## config.mk

```make
export PLATFORM = sky130hd
export DESIGN_NAME = serial_bit_feeder_flat
export DESIGN_NICKNAME = d
export VERILOG_FILES = /design/src/rtl/serial_bit_feeder_if.sv /design/src/rtl/serial_bit_feeder.sv /design/src/flat_wrapper.sv
export SDC_FILE = /design/constraint.sdc
export NUM_CORES = 1
export LEC_CHECK = 0
export CAP_MARGIN = 15
export CORE_AREA = 2 2 39 41
export CTS_CLUSTER_SIZE = 25
export DETAILED_ROUTE_END_ITERATION = 10
export DIE_AREA = 0 0 41 43
export GPL_TIMING_DRIVEN = 1
export PLACE_DENSITY = 0.82
export SLEW_MARGIN = 20
export SYNTH_ARGS = -nofsm -noshare
export SYNTH_HDL_FRONTEND = slang
export SYNTH_SLANG_ARGS = --single-unit
```

## constraint.sdc

```tcl
create_clock -name clk -period 2.3 [get_ports clk]
set_clock_uncertainty 0.2 [all_clocks]
set_input_delay 0.345 -clock clk [delete_from_list [all_inputs] [get_ports clk]]
set_output_delay 0.345 -clock clk [all_outputs]
set_load 0.05 [all_outputs]
```

## src/rtl/serial_bit_feeder_if.sv

```systemverilog
// Word-in / bit-out bus between a parallel producer, the serial_bit_feeder and a
// single-bit sequence detector.
interface serial_bit_feeder_if #(
  parameter int unsigned WIDTH = 8
) ();
  logic [WIDTH-1:0] din;
  logic             din_valid;
  logic             din_ready;
  logic             j;
  logic             j_valid;
  logic             last;
  logic             busy;

  // Producer/consumer side: drives words, observes the serial stream.
  modport master (
    output din,
    output din_valid,
    input  din_ready,
    input  j,
    input  j_valid,
    input  last,
    input  busy
  );

  // Feeder side.
  modport slave (
    input  din,
    input  din_valid,
    output din_ready,
    output j,
    output j_valid,
    output last,
    output busy
  );
endinterface

```

## src/rtl/serial_bit_feeder.sv

```systemverilog
// Parallel-to-serial front end: takes WIDTH-bit words over valid/ready and emits
// one registered bit per clock on j, streaming back-to-back words with no gap.
module serial_bit_feeder #(
  parameter int unsigned WIDTH     = 8,
  parameter bit          MSB_FIRST = 1'b1,
  parameter bit          IDLE_BIT  = 1'b0
) (
  input  logic                clk,
  input  logic                rst,
  serial_bit_feeder_if.slave  bus
);

  localparam int unsigned       CNT_W    = (WIDTH > 1) ? $clog2(WIDTH) : 1;
  localparam logic [CNT_W-1:0]  LAST_CNT = CNT_W'(WIDTH - 1);

  typedef enum logic {
    IDLE  = 1'b0,
    SHIFT = 1'b1
  } state_e;

  state_e             state_q, state_d;
  logic [WIDTH-1:0]   shift_q, shift_d;
  logic [CNT_W-1:0]   count_q, count_d;
  logic               j_q, j_d;
  logic               j_valid_q, j_valid_d;
  logic               last_q, last_d;
  logic               busy_q, busy_d;

  logic               din_ready_c;
  logic               accept_c;

  // Bit that goes out first from a freshly loaded word.
  function automatic logic head_bit(input logic [WIDTH-1:0] w);
    return MSB_FIRST ? w[WIDTH-1] : w[0];
  endfunction

  // Word with the bit currently on j consumed, next bit moved to the head.
  function automatic logic [WIDTH-1:0] advance(input logic [WIDTH-1:0] w);
    return MSB_FIRST ? {w[WIDTH-2:0], 1'b0} : {1'b0, w[WIDTH-1:1]};
  endfunction

  // Ready in idle and on the final bit of a word so the next word follows with no gap.
  always_comb begin
    din_ready_c = rst & ((state_q == IDLE) | (count_q == LAST_CNT));
    accept_c    = bus.din_valid & din_ready_c;
  end

  always_comb begin
    state_d   = state_q;
    shift_d   = shift_q;
    count_d   = count_q;
    j_d       = IDLE_BIT;
    j_valid_d = 1'b0;
    last_d    = 1'b0;

    if (accept_c) begin
      state_d   = SHIFT;
      shift_d   = bus.din;
      count_d   = '0;
      j_d       = head_bit(bus.din);
      j_valid_d = 1'b1;
    end else begin
      case (state_q)
        SHIFT: begin
          if (count_q == LAST_CNT) begin
            state_d = IDLE;
            count_d = '0;
          end else begin
            shift_d   = advance(shift_q);
            count_d   = count_q + CNT_W'(1);
            j_d       = head_bit(advance(shift_q));
            j_valid_d = 1'b1;
            last_d    = ((count_q + CNT_W'(1)) == LAST_CNT);
          end
        end
        default: begin
          state_d = IDLE;
        end
      endcase
    end

    busy_d = (state_d == SHIFT);
  end

  // Synchronous active-low reset discards any in-flight word.
  always_ff @(posedge clk) begin
    if (!rst) begin
      state_q   <= IDLE;
      shift_q   <= '0;
      count_q   <= '0;
      j_q       <= IDLE_BIT;
      j_valid_q <= 1'b0;
      last_q    <= 1'b0;
      busy_q    <= 1'b0;
    end else begin
      state_q   <= state_d;
      shift_q   <= shift_d;
      count_q   <= count_d;
      j_q       <= j_d;
      j_valid_q <= j_valid_d;
      last_q    <= last_d;
      busy_q    <= busy_d;
    end
  end

  assign bus.din_ready = din_ready_c;
  assign bus.j         = j_q;
  assign bus.j_valid   = j_valid_q;
  assign bus.last      = last_q;
  assign bus.busy      = busy_q;

endmodule
```

## src/flat_wrapper.sv

```systemverilog
// flat-port wrapper written by rule: the top's interface ports become plain ports
module serial_bit_feeder_flat 
#(
  parameter int unsigned WIDTH     = 8,
  parameter bit          MSB_FIRST = 1'b1,
  parameter bit          IDLE_BIT  = 1'b0
)
  (clk, rst, bus_din, bus_din_valid, bus_din_ready, bus_j, bus_j_valid, bus_last, bus_busy);
  serial_bit_feeder_if #(.WIDTH(WIDTH)) bus_i ();
  input  logic clk;
  input  logic rst;
  input wire logic [$bits(bus_i.din)-1:0] bus_din;
  input wire logic [$bits(bus_i.din_valid)-1:0] bus_din_valid;
  output wire logic [$bits(bus_i.din_ready)-1:0] bus_din_ready;
  output wire logic [$bits(bus_i.j)-1:0] bus_j;
  output wire logic [$bits(bus_i.j_valid)-1:0] bus_j_valid;
  output wire logic [$bits(bus_i.last)-1:0] bus_last;
  output wire logic [$bits(bus_i.busy)-1:0] bus_busy;
  assign bus_i.din = bus_din;
  assign bus_i.din_valid = bus_din_valid;
  assign bus_din_ready = bus_i.din_ready;
  assign bus_j = bus_i.j;
  assign bus_j_valid = bus_i.j_valid;
  assign bus_last = bus_i.last;
  assign bus_busy = bus_i.busy;
  serial_bit_feeder #(.WIDTH(WIDTH), .MSB_FIRST(MSB_FIRST), .IDLE_BIT(IDLE_BIT)) u_core (.clk(clk), .rst(rst), .bus(bus_i));
endmodule
```

; Yosys cells after proc, flatten, opt, wreduce, memory -nomap -nowiden
; Index checks and enable logic that the tools add are counted.
[classes]
add_sub_neg = 1
n_eq_ne = 3
n_mux = 10
bitwise_logic = 5
n_reduce_logical = 4
[ops]
columns = op, n
row1 = $mux W7, 3
row2 = $eq A3 B3 Y1 const B, 2
row3 = $mux W1, 6
row4 = $reduce_or A4 Y1, 1
row5 = $add A3 B1 Y3 const B, 1
row6 = $mux W3, 1
row7 = $and A1 B1 Y1, 2
row8 = $ne A2 B1 Y1 const B, 1
row9 = $not A1 Y1, 2
row10 = $reduce_and A2 Y1, 1
row11 = $reduce_bool A2 Y1, 1
row12 = $reduce_or A2 Y1, 1
row13 = $or A1 B1 Y1, 1
[totals]
regBits = 13
in_bits = 11
output_inout_bits = 5
wordCells = 28

; Longest topological paths before layout
; Gate-level depths: netlist of the first run.
[depth]
ltp_word = 6
mapped_depth = 6
depth_no_buf = 5

; Least setup slack after synthesis of the first run
; OpenSTA, ideal clock, no wires.
[synth_path]
kind = register -> output
start = register u_core.state_q
end = output port bus_din_ready
arrival_time_ns = 1.130
required_ns = 1.755
slack_ns = 0.625
stages_incl_launch_ff = 3
path_buffers = 0
path_cell_list = dfxtp_1 > nand2b_4 > and2_4
[synth_via]
elab_chain_cells = 3
[synth_lines]
columns = item, line
row1 = from (decl), serial_bit_feeder.sv:21  ; state_e state_q, state_d;
row2 = from (signal assigned), serial_bit_feeder.sv:96  ; state_q <= state_d;
row3 = $not A1 Y1 (no line), -
row4 = $or A1 B1 Y1, serial_bit_feeder.sv:44  ; din_ready_c = rst & ((state_q == IDLE) | (count_q == LAST_CNT));
row5 = $and A1 B1 Y1, serial_bit_feeder.sv:44
row6 = to (decl), flat_wrapper.sv:14  ; output wire logic [$bits(bus_i.din_ready)-1:0] bus_din_ready;
; Every way passes these cells.

; Worst setup path after layout of the first run
[layout_path]
start = register u_core.count_q[0]
end = output port bus_din_ready
[layout_via]
elab_chain_cells = 3
[layout_lines]
columns = item, line
row1 = from (decl), serial_bit_feeder.sv:23  ; logic [CNT_W-1:0] count_q, count_d;
row2 = from (signal assigned), serial_bit_feeder.sv:98  ; count_q <= count_d;
row3 = $eq A3 B3 Y1, serial_bit_feeder.sv:44
row4 = $or A1 B1 Y1, serial_bit_feeder.sv:44
row5 = $and A1 B1 Y1, serial_bit_feeder.sv:44
; Every way passes these cells.

==> results.json, run 1 <==
{
  "multi_input_comb_area_um2": 299.0,
  "post_cts_buffers": 0,
  "routed_wl_um": 1020,
  "maxCapViolations": 0,
  "area_growth_pct": 31.17,
  "slew_headroom": 0.5991,
  "async_flop_share": 0,
  "status": "finished clean",
  "p_total_w": 0.0004797,
  "powerDensity_nw_per_um2": 611.5,
  "setup_viol": 0,
  "rsz0062_at_grt": "false",
  "clk_pin_slew_ns": 0.08,
  "cts_sinks": 13,
  "crit_path_frequent_cell": "ha_1",
  "synth_seq_area_share": 0.4351,
  "synthTopCellsByArea": "dfxtp_1, mux2i_1, a21oi_1, ha_1, buf_6",
  "cts.htree.levels": 1,
  "initial_core_util": 0.4322,
  "postCtsHoldBufs": 0,
  "finalSetupTns_ns": 0,
  "criticalPathCategory": "register to output pin",
  "drt_first_pass_iters": 3,
  "cts_resized": 0,
  "synthCells": 61,
  "synth_area_um2": 598.1,
  "numCtsBuffers": 3,
  "max_freq_mhz": 469.4,
  "grt_use_total": 0.1453,
  "crit_path_top_delay_cell": "dfxtp_1",
  "top_level_ports": 16,
  "min_path_type": "register to register",
  "clock_latency_ns": 0.28,
  "num-nets-final": 93,
  "cp_max_fo": 16,
  "fin_cells": 94,
  "cts_tree": "built",
  "grt_overflow": 0,
  "synth_edf_count": 0,
  "ys_top_cells_by_count": "dfxtp_1, a21oi_1, mux2i_1",
  "synth_area_leader_cell": "dfxtp_1",
  "die_h_um": 43,
  "io_buffers": 15,
  "n_fill_cell": 139,
  "die_area_um2": 1763,
  "fin_area_um2": 784.5,
  "rr_worst_depth": 5,
  "vias": 467,
  "crit_cells": 5,
  "dpl_cell_area_um2": 758.2,
  "syn_avg_cell_area_um2": 9.804,
  "grt_max_degree": 17,
  "drv_slew": 0,
  "ys_warn_count": 0,
  "regArea_um2": 260.3,
  "rows": 14,
  "place.gp.congestion": 0.7518,
  "n_antenna_cell": 0,
  "peakVddDrop_uv": 481.0,
  "ant_nets": 0,
  "cp_num_buf_inv": 1,
  "drc_errors": 0,
  "first_global_vias": 424,
  "synth-seq-cells": 13,
  "whs_path_depth": 2,
  "detail_route.wl_per_cell_um": 10.85,
  "max_slew.worst_pin.slew_ns": 0.5995,
  "synth.distinct_cells": 21,
  "synth_top_area_share": 0.4351,
  "leakagePower_nw": 0.3237,
  "fin_hold_ws_ns": 0.2609,
  "synth_ff_type": "dfxtp_1",
  "cp.required_ns": 1.75,
  "clockBufferDepth": 2,
  "drt_iter0_drc": 4,
  "cts_root_buffer": "clkbuf_4",
  "fin_crit_sh": 0.9263,
  "syn-num-nets": 75,
  "slowest_delay_ns": 0.33,
  "start_kind": "register",
  "place_inst": 90,
  "crit_family": "adder cells",
  "vias_per_cell": 4.968,
  "critPathArrivalTime_ns": 1.59,
  "path_cells": "ha_1 -> ha_1 -> nand2b_4 -> and2_4 -> buf_12",
  "yosysMostFrequentCell": "dfxtp_1",
  "antenna_found_initial": 0,
  "die_x_um": 41,
  "endpoint_kind": "output pin",
  "drive_above_1_share": 0.1026,
  "fin_crit_ns": 2.131,
  "hold_viol_final": 0,
  "grt_first_pass_wirelength_um": 1690,
  "core_area_um2": 1384
}
cells in the final DEF, fill, tap and decap left out:
cell	Yosys	routed
a21oi_1	8	8
nor2_1	3	3
o21ai_1	3	3
dfxtp_1	13	13
nand3_1	2	2
and2_4	1	1
nand2b_4	1	1
o21ai_0	3	3
and2b_1	1	1
buf_4	1	2
nor3_1	1	1
clkbuf_4	0	3
nand2_1	2	2
ha_1	3	3
mux2i_1	7	7
nor2b_1	2	2
a21boi_1	1	1
clkbuf_1	0	1
nor3b_1	2	2
o21a_1	3	3
buf_12	0	1
clkdlybuf4s50_1	0	14
inv_1	1	1
per-layer routing:
layer,global-route usage,vias to the layer above,routed length [µm]
met4,0.04000,0,6
met1,0.1667,198,473
met5,0,-,0
met3,0.09948,2,82
li1,-,251,-
met2,0.2125,16,458
layout make-up:
class,count,share of cell area
inverters,1,0.004785
clock buffers,4,0.03349
multi-input cells,43,0.3812
flip-flops and latches,13,0.3317
repair buffers,17,0.2233
well taps,16,0.02552
tightest hold or removal path: cells and delay by family (launching register included):
| kind | cells | cell delay (ns) |
|---|---|---|
| AO/OA/AOI/OAI | 1 | 0.05 |
| flip-flops | 1 | 0.32 |
| AND/OR/NAND/NOR | 1 | 0.05 |
logic make-up (layout without fill, tap and decap cells):
family / count (synthesis) / count (layout) / share of synthesized area
and+or+nand+nor: 15 / 15 / 0.1527
adders and majority gates: 3 / 3 / 0.06277
AOI/OAI and AO/OA: 18 / 18 / 0.1674
buffers and inverters: 5 / 22 / 0.06484
muxes: 7 / 7 / 0.1172
DFF: 13 / 13 / 0.4351
flip-flops by register name (all words and copies together), names as in the netlist:
signal,count
u_core.shift_q,7
u_core.count_q,3
u_core.bus.j,1
u_core.bus.last,1
u_core.state_q,1
stage by stage:
step	util	setup WS, ns
3_3_place_gp	0.5479	0.4463
6_report	0.5669	0.1695
4_1_cts	0.5669	0.1559
3_5_place_dp	0.5479	0.4129
5_1_grt	0.5669	0.07872
2_1_floorplan	-	0.6250
where the power goes:
part | switching (W) | internal (W)
Combinational | 0.0000467 | 0.0000471
Clock | 0.0000724 | 0.0000673
Sequential | 0.00000718 | 0.000239
worst paths after layout:
path | from | end | slack, ns
setup reg to reg | u_core.count_q[0]$_SDFFE_PP0P_ | u_core.shift_q[0]$_SDFFE_PN0P_ | 0.71
setup / recovery | u_core.count_q[0]$_SDFFE_PP0P_ | bus_din_ready | 0.17
hold / removal | u_core.shift_q[6]$_SDFFE_PN0P_ | u_core.bus.j$_SDFF_PN0_ | 0.26
hold reg to reg | u_core.shift_q[6]$_SDFFE_PN0P_ | u_core.bus.j$_SDFF_PN0_ | 0.26
Note: power is estimated with default switching activity, not from simulation.
==> inputs of run 2 (changes only) <==
--- a/config.mk
+++ b/config.mk
@@ -5,13 +5,15 @@
 export SDC_FILE = /design/constraint.sdc
 export NUM_CORES = 1
 export LEC_CHECK = 0
+export ABC_CLOCK_PERIOD_IN_PS = 2300
 export CAP_MARGIN = 15
-export CORE_AREA = 2 2 39 41
+export CORE_ASPECT_RATIO = 1.2
+export CORE_MARGIN = 2
+export CORE_UTILIZATION = 25
 export CTS_CLUSTER_SIZE = 25
 export DETAILED_ROUTE_END_ITERATION = 10
-export DIE_AREA = 0 0 41 43
 export GPL_TIMING_DRIVEN = 1
-export PLACE_DENSITY = 0.82
+export PLACE_DENSITY = 0.54
 export SLEW_MARGIN = 20
 export SYNTH_ARGS = -nofsm -noshare
 export SYNTH_HDL_FRONTEND = slang
==> results.json, run 2 (same netlist as run 1, synthesis figures left out) <==
{
  "num-nets-final": 94,
  "vias": 472,
  "critPathArrivalTime_ns": 1.57,
  "vias_per_cell": 4.291,
  "clk_pin_slew_ns": 0.08,
  "drc_errors": 0,
  "layout_commonest_cell": "clkdlybuf4s50_1",
  "die_h_um": 57.58,
  "criticalPathCategory": "register to output pin",
  "postCtsHoldBufs": 0,
  "utilization": 0.3553,
  "routed_wl_um": 1015,
  "ant_nets": 0,
  "initial_core_util": 0.2621,
  "start_kind": "register",
  "min_path_type": "register to register",
  "top_level_ports": 16,
  "powerDensity_nw_per_um2": 589.2,
  "largestRegisters": "u_core.shift_q: 7 flops, u_core.count_q: 3 flops",
  "clock_power_share": 0.288,
  "post_cts_buffers": 0,
  "io_buffers": 15,
  "maxCapViolations": 0,
  "n_antenna_cell": 0,
  "seqPwrFrac": 0.514,
  "cts_tree": "built",
  "grt_first_pass_wirelength_um": 1849,
  "grt_max_degree": 17,
  "hold_viol_final": 0,
  "fin_crit_ns": 2.113,
  "core_area_um2": 2282,
  "largest-register": "u_core.shift_q",
  "dr.max_layer_used": "met4",
  "setup_viol": 0,
  "antenna_found_initial": 0,
  "fin_area_um2": 810.8,
  "cts_resized": 0,
  "cp.required_ns": 1.75,
  "cts_root_buffer": "clkbuf_4",
  "fin_crit_sh": 0.9188,
  "place.gp.congestion": 0.7786,
  "peakVddDrop_uv": 335.4,
  "status": "finished clean",
  "dr_wl_met3_um": 62,
  "largest_reg_flops": 7,
  "drt_first_pass_iters": 2,
  "die_area_um2": 2801,
  "numCtsBuffers": 3,
  "rrSetupSlack_ns": 0.72,
  "max_slew.worst_pin.slew_ns": 0.4983,
  "dr_wl_met2_um": 494,
  "drt-met1-wl_um": 442,
  "netSwitchingFraction": 0.2594,
  "rows": 19,
  "leakagePower_nw": 0.3285,
  "cts.htree.levels": 1,
  "p_sw_w": 0.0001239,
  "die_x_um": 48.65,
  "rr_worst_depth": 5,
  "rsz0062_at_grt": "false",
  "cts_sinks": 13,
  "grt_overflow": 0,
  "dpl_cell_area_um2": 784.5,
  "detail_route.wl_per_cell_um": 9.227,
  "p_comb_frac": 0.198,
  "finalSetupTns_ns": 0,
  "rr_endpoint": "u_core.shift_q[0]$_SDFFE_PN0P_",
  "drv_slew": 0,
  "grt_use_total": 0.08734,
  "p_total_w": 0.0004777,
  "crit_start": "u_core.count_q[0]$_SDFFE_PP0P_",
  "slew_headroom": 0.6668,
  "p_int_w": 0.0003538,
  "clockBufferDepth": 2,
  "endpoint_kind": "output pin",
  "n_fill_cell": 253,
  "cp_max_fo": 16,
  "first_global_vias": 464,
  "area_growth_pct": 35.56,
  "rr_startpoint": "u_core.count_q[0]$_SDFFE_PP0P_",
  "max_freq_mhz": 473.2,
  "drive_above_1_share": 0.1139,
  "clock_latency_ns": 0.27,
  "drt_iter0_drc": 2,
  "layout_common_cells": "clkdlybuf4s50_1, dfxtp_1, a21oi_1",
  "crit_end": "bus_din_ready"
}
[run 2: cell types whose count changed in the layout (fill, tap and decap cells not counted)]
cell	delta
buf_4	+1
[run 2: metal layers]
metal | vias up | global-route usage
met5 | - | 0
met3 | 2 | 0.03403
li1 | 248 | -
met4 | 0 | 0.06122
met1 | 210 | 0.09238
met2 | 12 | 0.1429
[run 2: power groups by stage]
stage	registers (W)	clock network, W	logic [W]
6_report	0.000245	0.000138	0.0000945
5_1_grt	0.000247	0.000155	0.000104
4_1_cts	0.000246	0.000143	0.0000964
3_5_place_dp	0.000251	0	0.0000962
3_3_place_gp	0.000251	0	0.0000962
2_1_floorplan	0.000259	0	0.0000514
[run 2: metrics by stage]
stage / setup slack (ns) / hold WS, ns / std cells
final: 0.1869 / 0.2575 / 110
after global routing: 0.1021 / 0.2718 / 110
after CTS: 0.1673 / 0.2588 / 110
after detailed placement: 0.4696 / 0.2514 / 106
after global placement: 0.4961 / 0.2478 / 106
after floorplan: 0.6250 / 0.2301 / 61
[run 2: area by class of cell]
class                           instances  area, µm²  area share
Clock buffer                            4      26.28     0.03241
Multi-Input combinational cell         43      299.0      0.3688
Tap cell                               31      38.79     0.04784
Timing Repair Buffer                   18      182.7      0.2253
Inverter                                1      3.754    0.004630
Sequential cell                        13      260.3      0.3210
[run 2: worst min-delay path by stage]
stage | startpoint | to | slack [ns] | cells past startpoint
final | u_core.shift_q[6]$_SDFFE_PN0P_ | u_core.bus.j$_SDFF_PN0_ | 0.26 | 2
after global placement | u_core.shift_q[6]$_SDFFE_PN0P_ | u_core.bus.j$_SDFF_PN0_ | 0.25 | 2
after global routing | u_core.shift_q[6]$_SDFFE_PN0P_ | u_core.bus.j$_SDFF_PN0_ | 0.27 | 2
after CTS | u_core.shift_q[6]$_SDFFE_PN0P_ | u_core.bus.j$_SDFF_PN0_ | 0.26 | 2
after floorplan | u_core.shift_q[6]$_SDFFE_PN0P_ | u_core.bus.j$_SDFF_PN0_ | 0.23 | 2
after detailed placement | u_core.shift_q[6]$_SDFFE_PN0P_ | u_core.bus.j$_SDFF_PN0_ | 0.25 | 2
[run 2: worst max-delay path, cell delays in order (launching register included)]
cell and delay [ns]:
dfxtp_1 0.33, ha_1 0.19, ha_1 0.21, nand2b_4 0.22, and2_4 0.20, buf_12 0.14
==> inputs of run 3 (changes only) <==
--- a/config.mk
+++ b/config.mk
@@ -12,8 +12,9 @@
 export CORE_UTILIZATION = 25
 export CTS_CLUSTER_SIZE = 25
 export DETAILED_ROUTE_END_ITERATION = 10
+export DONT_BUFFER_PORTS = 1
 export GPL_TIMING_DRIVEN = 1
-export PLACE_DENSITY = 0.54
+export PLACE_DENSITY = 0.45
 export SLEW_MARGIN = 20
 export SYNTH_ARGS = -nofsm -noshare
 export SYNTH_HDL_FRONTEND = slang
==> results.json, run 3 (same netlist as run 1, synthesis figures left out) <==
{
  "die_area_um2": 2801,
  "io_buffers": 0,
  "p_total_w": 0.0004468,
  "drc_errors": 0,
  "antenna_found_initial": 0,
  "peakVddDrop_uv": 295.2,
  "post_cts_buffers": 0,
  "fin_crit_ns": 2.037,
  "postCtsHoldBufs": 2,
  "cts_root_buffer": "clkbuf_4",
  "leakagePower_nw": 0.2675,
  "clk_pin_slew_ns": 0.09,
  "grt_use_total": 0.09066,
  "top_level_ports": 16,
  "max_slew.worst_pin.slew_ns": 0.4727,
  "fin_hold_ws_ns": 0.008917,
  "drt_first_pass_iters": 3,
  "start_kind": "register",
  "largest_reg_flops": 7,
  "n_fill_cell": 262,
  "die_h_um": 57.58,
  "multi_input_comb_area_um2": 299.0,
  "powerDensity_nw_per_um2": 680.2,
  "min_path_type": "primary input to register",
  "cts_sinks": 13,
  "numCtsBuffers": 3,
  "clockBufferDepth": 2,
  "num-nets-final": 79,
  "fin_crit_sh": 0.8858,
  "cts_resized": 0,
  "ant_nets": 0,
  "place.gp.congestion": 0.6783,
  "hold_viol_final": 0,
  "status": "finished clean",
  "routed_wl_um": 1095,
  "vias": 419,
  "largestRegisters": "u_core.shift_q: 7 flops, u_core.count_q: 3 flops",
  "drv_slew": 0,
  "cp.required_ns": 1.75,
  "largest-register": "u_core.shift_q",
  "criticalPathCategory": "register to output pin",
  "cts_tree": "built",
  "initial_core_util": 0.2621,
  "grt_overflow": 0,
  "cp_max_fo": 16,
  "fin_area_um2": 656.9,
  "die_x_um": 48.65,
  "endpoint_kind": "output pin",
  "first_global_vias": 393,
  "rsz0062_at_grt": "false",
  "setup_viol": 0,
  "dpl_cell_area_um2": 609.3,
  "grt_max_degree": 17,
  "clock_latency_ns": 0.27,
  "grt_first_pass_wirelength_um": 1814,
  "layout_commonest_cell": "dfxtp_1",
  "layout_common_cells": "dfxtp_1, a21oi_1, mux2i_1",
  "drive_above_1_share": 0.1094,
  "finalSetupTns_ns": 0,
  "cts.htree.levels": 1,
  "slew_headroom": 0.6844,
  "max_freq_mhz": 490.8,
  "n_antenna_cell": 0,
  "vias_per_cell": 4.411,
  "area_growth_pct": 9.833,
  "core_area_um2": 2282,
  "rows": 19,
  "critPathArrivalTime_ns": 1.49,
  "drt_iter0_drc": 2,
  "maxCapViolations": 0,
  "regArea_um2": 260.3,
  "detail_route.wl_per_cell_um": 11.53
}
## run 3: changes by cell type in the layout (fill, tap and decap cells not counted), sizes merged
cell,change
dlygate4sd3,+2
clkdlybuf4s50,-14
clkbuf,-1
clkinv,+1
buf,-3
## run 3: stage by stage
step                      cells  worst slack, ns    util
after floorplan              61           0.6250       -
after global placement       89           0.5808  0.2670
after detailed placement     89           0.5610  0.2670
after CTS                    95           0.2445  0.2878
after global routing         95           0.1339  0.2878
final                        95           0.2626  0.2878
## run 3: final cells by class
cell class | count | share of cell area
clock buffers | 3 | 0.03429
clock inverters | 1 | 0.007619
inverters | 1 | 0.005714
multi-input cells | 43 | 0.4552
flip-flops and latches | 13 | 0.3962
well taps | 31 | 0.05905
repair buffers | 3 | 0.04190
## run 3: worst max-delay path: stages (launching register included)
cell,delay (ns)
dfxtp_1,0.33
ha_1,0.20
ha_1,0.21
nand2b_4,0.23
and2_4,0.25
## run 3: path summary, 6_finish.rpt
| kind | start | to | slack, ns | cells past startpoint |
|---|---|---|---|---|
| worst min-delay path | rst | u_core.shift_q[5]$_SDFFE_PN0P_ | 0.009 | 2 |
| worst min register to register | u_core.shift_q[6]$_SDFFE_PN0P_ | u_core.bus.j$_SDFF_PN0_ | 0.26 | 2 |
| worst max register to register | u_core.count_q[0]$_SDFFE_PP0P_ | u_core.shift_q[0]$_SDFFE_PN0P_ | 0.65 | 5 |
| worst max-delay path | u_core.count_q[0]$_SDFFE_PP0P_ | bus_din_ready | 0.26 | 4 |
## run 3: metal layers
| layer | vias up | GRT usage | wire length, µm |
|---|---|---|---|
| met5 | - | 0 | 0 |
| met4 | 0 | 0.04898 | 23 |
| met3 | 2 | 0.04974 | 66 |
| met2 | 13 | 0.1252 | 476 |
| met1 | 184 | 0.1118 | 529 |
| li1 | 220 | - | - |
## run 3: power by group
group          switching, W  total [W]  leakage (nW)  internal, W
sequential        0.0000106   0.000250         0.107     0.000239
clock             0.0000746   0.000139        0.0177    0.0000643
combinational     0.0000346  0.0000583         0.143    0.0000238
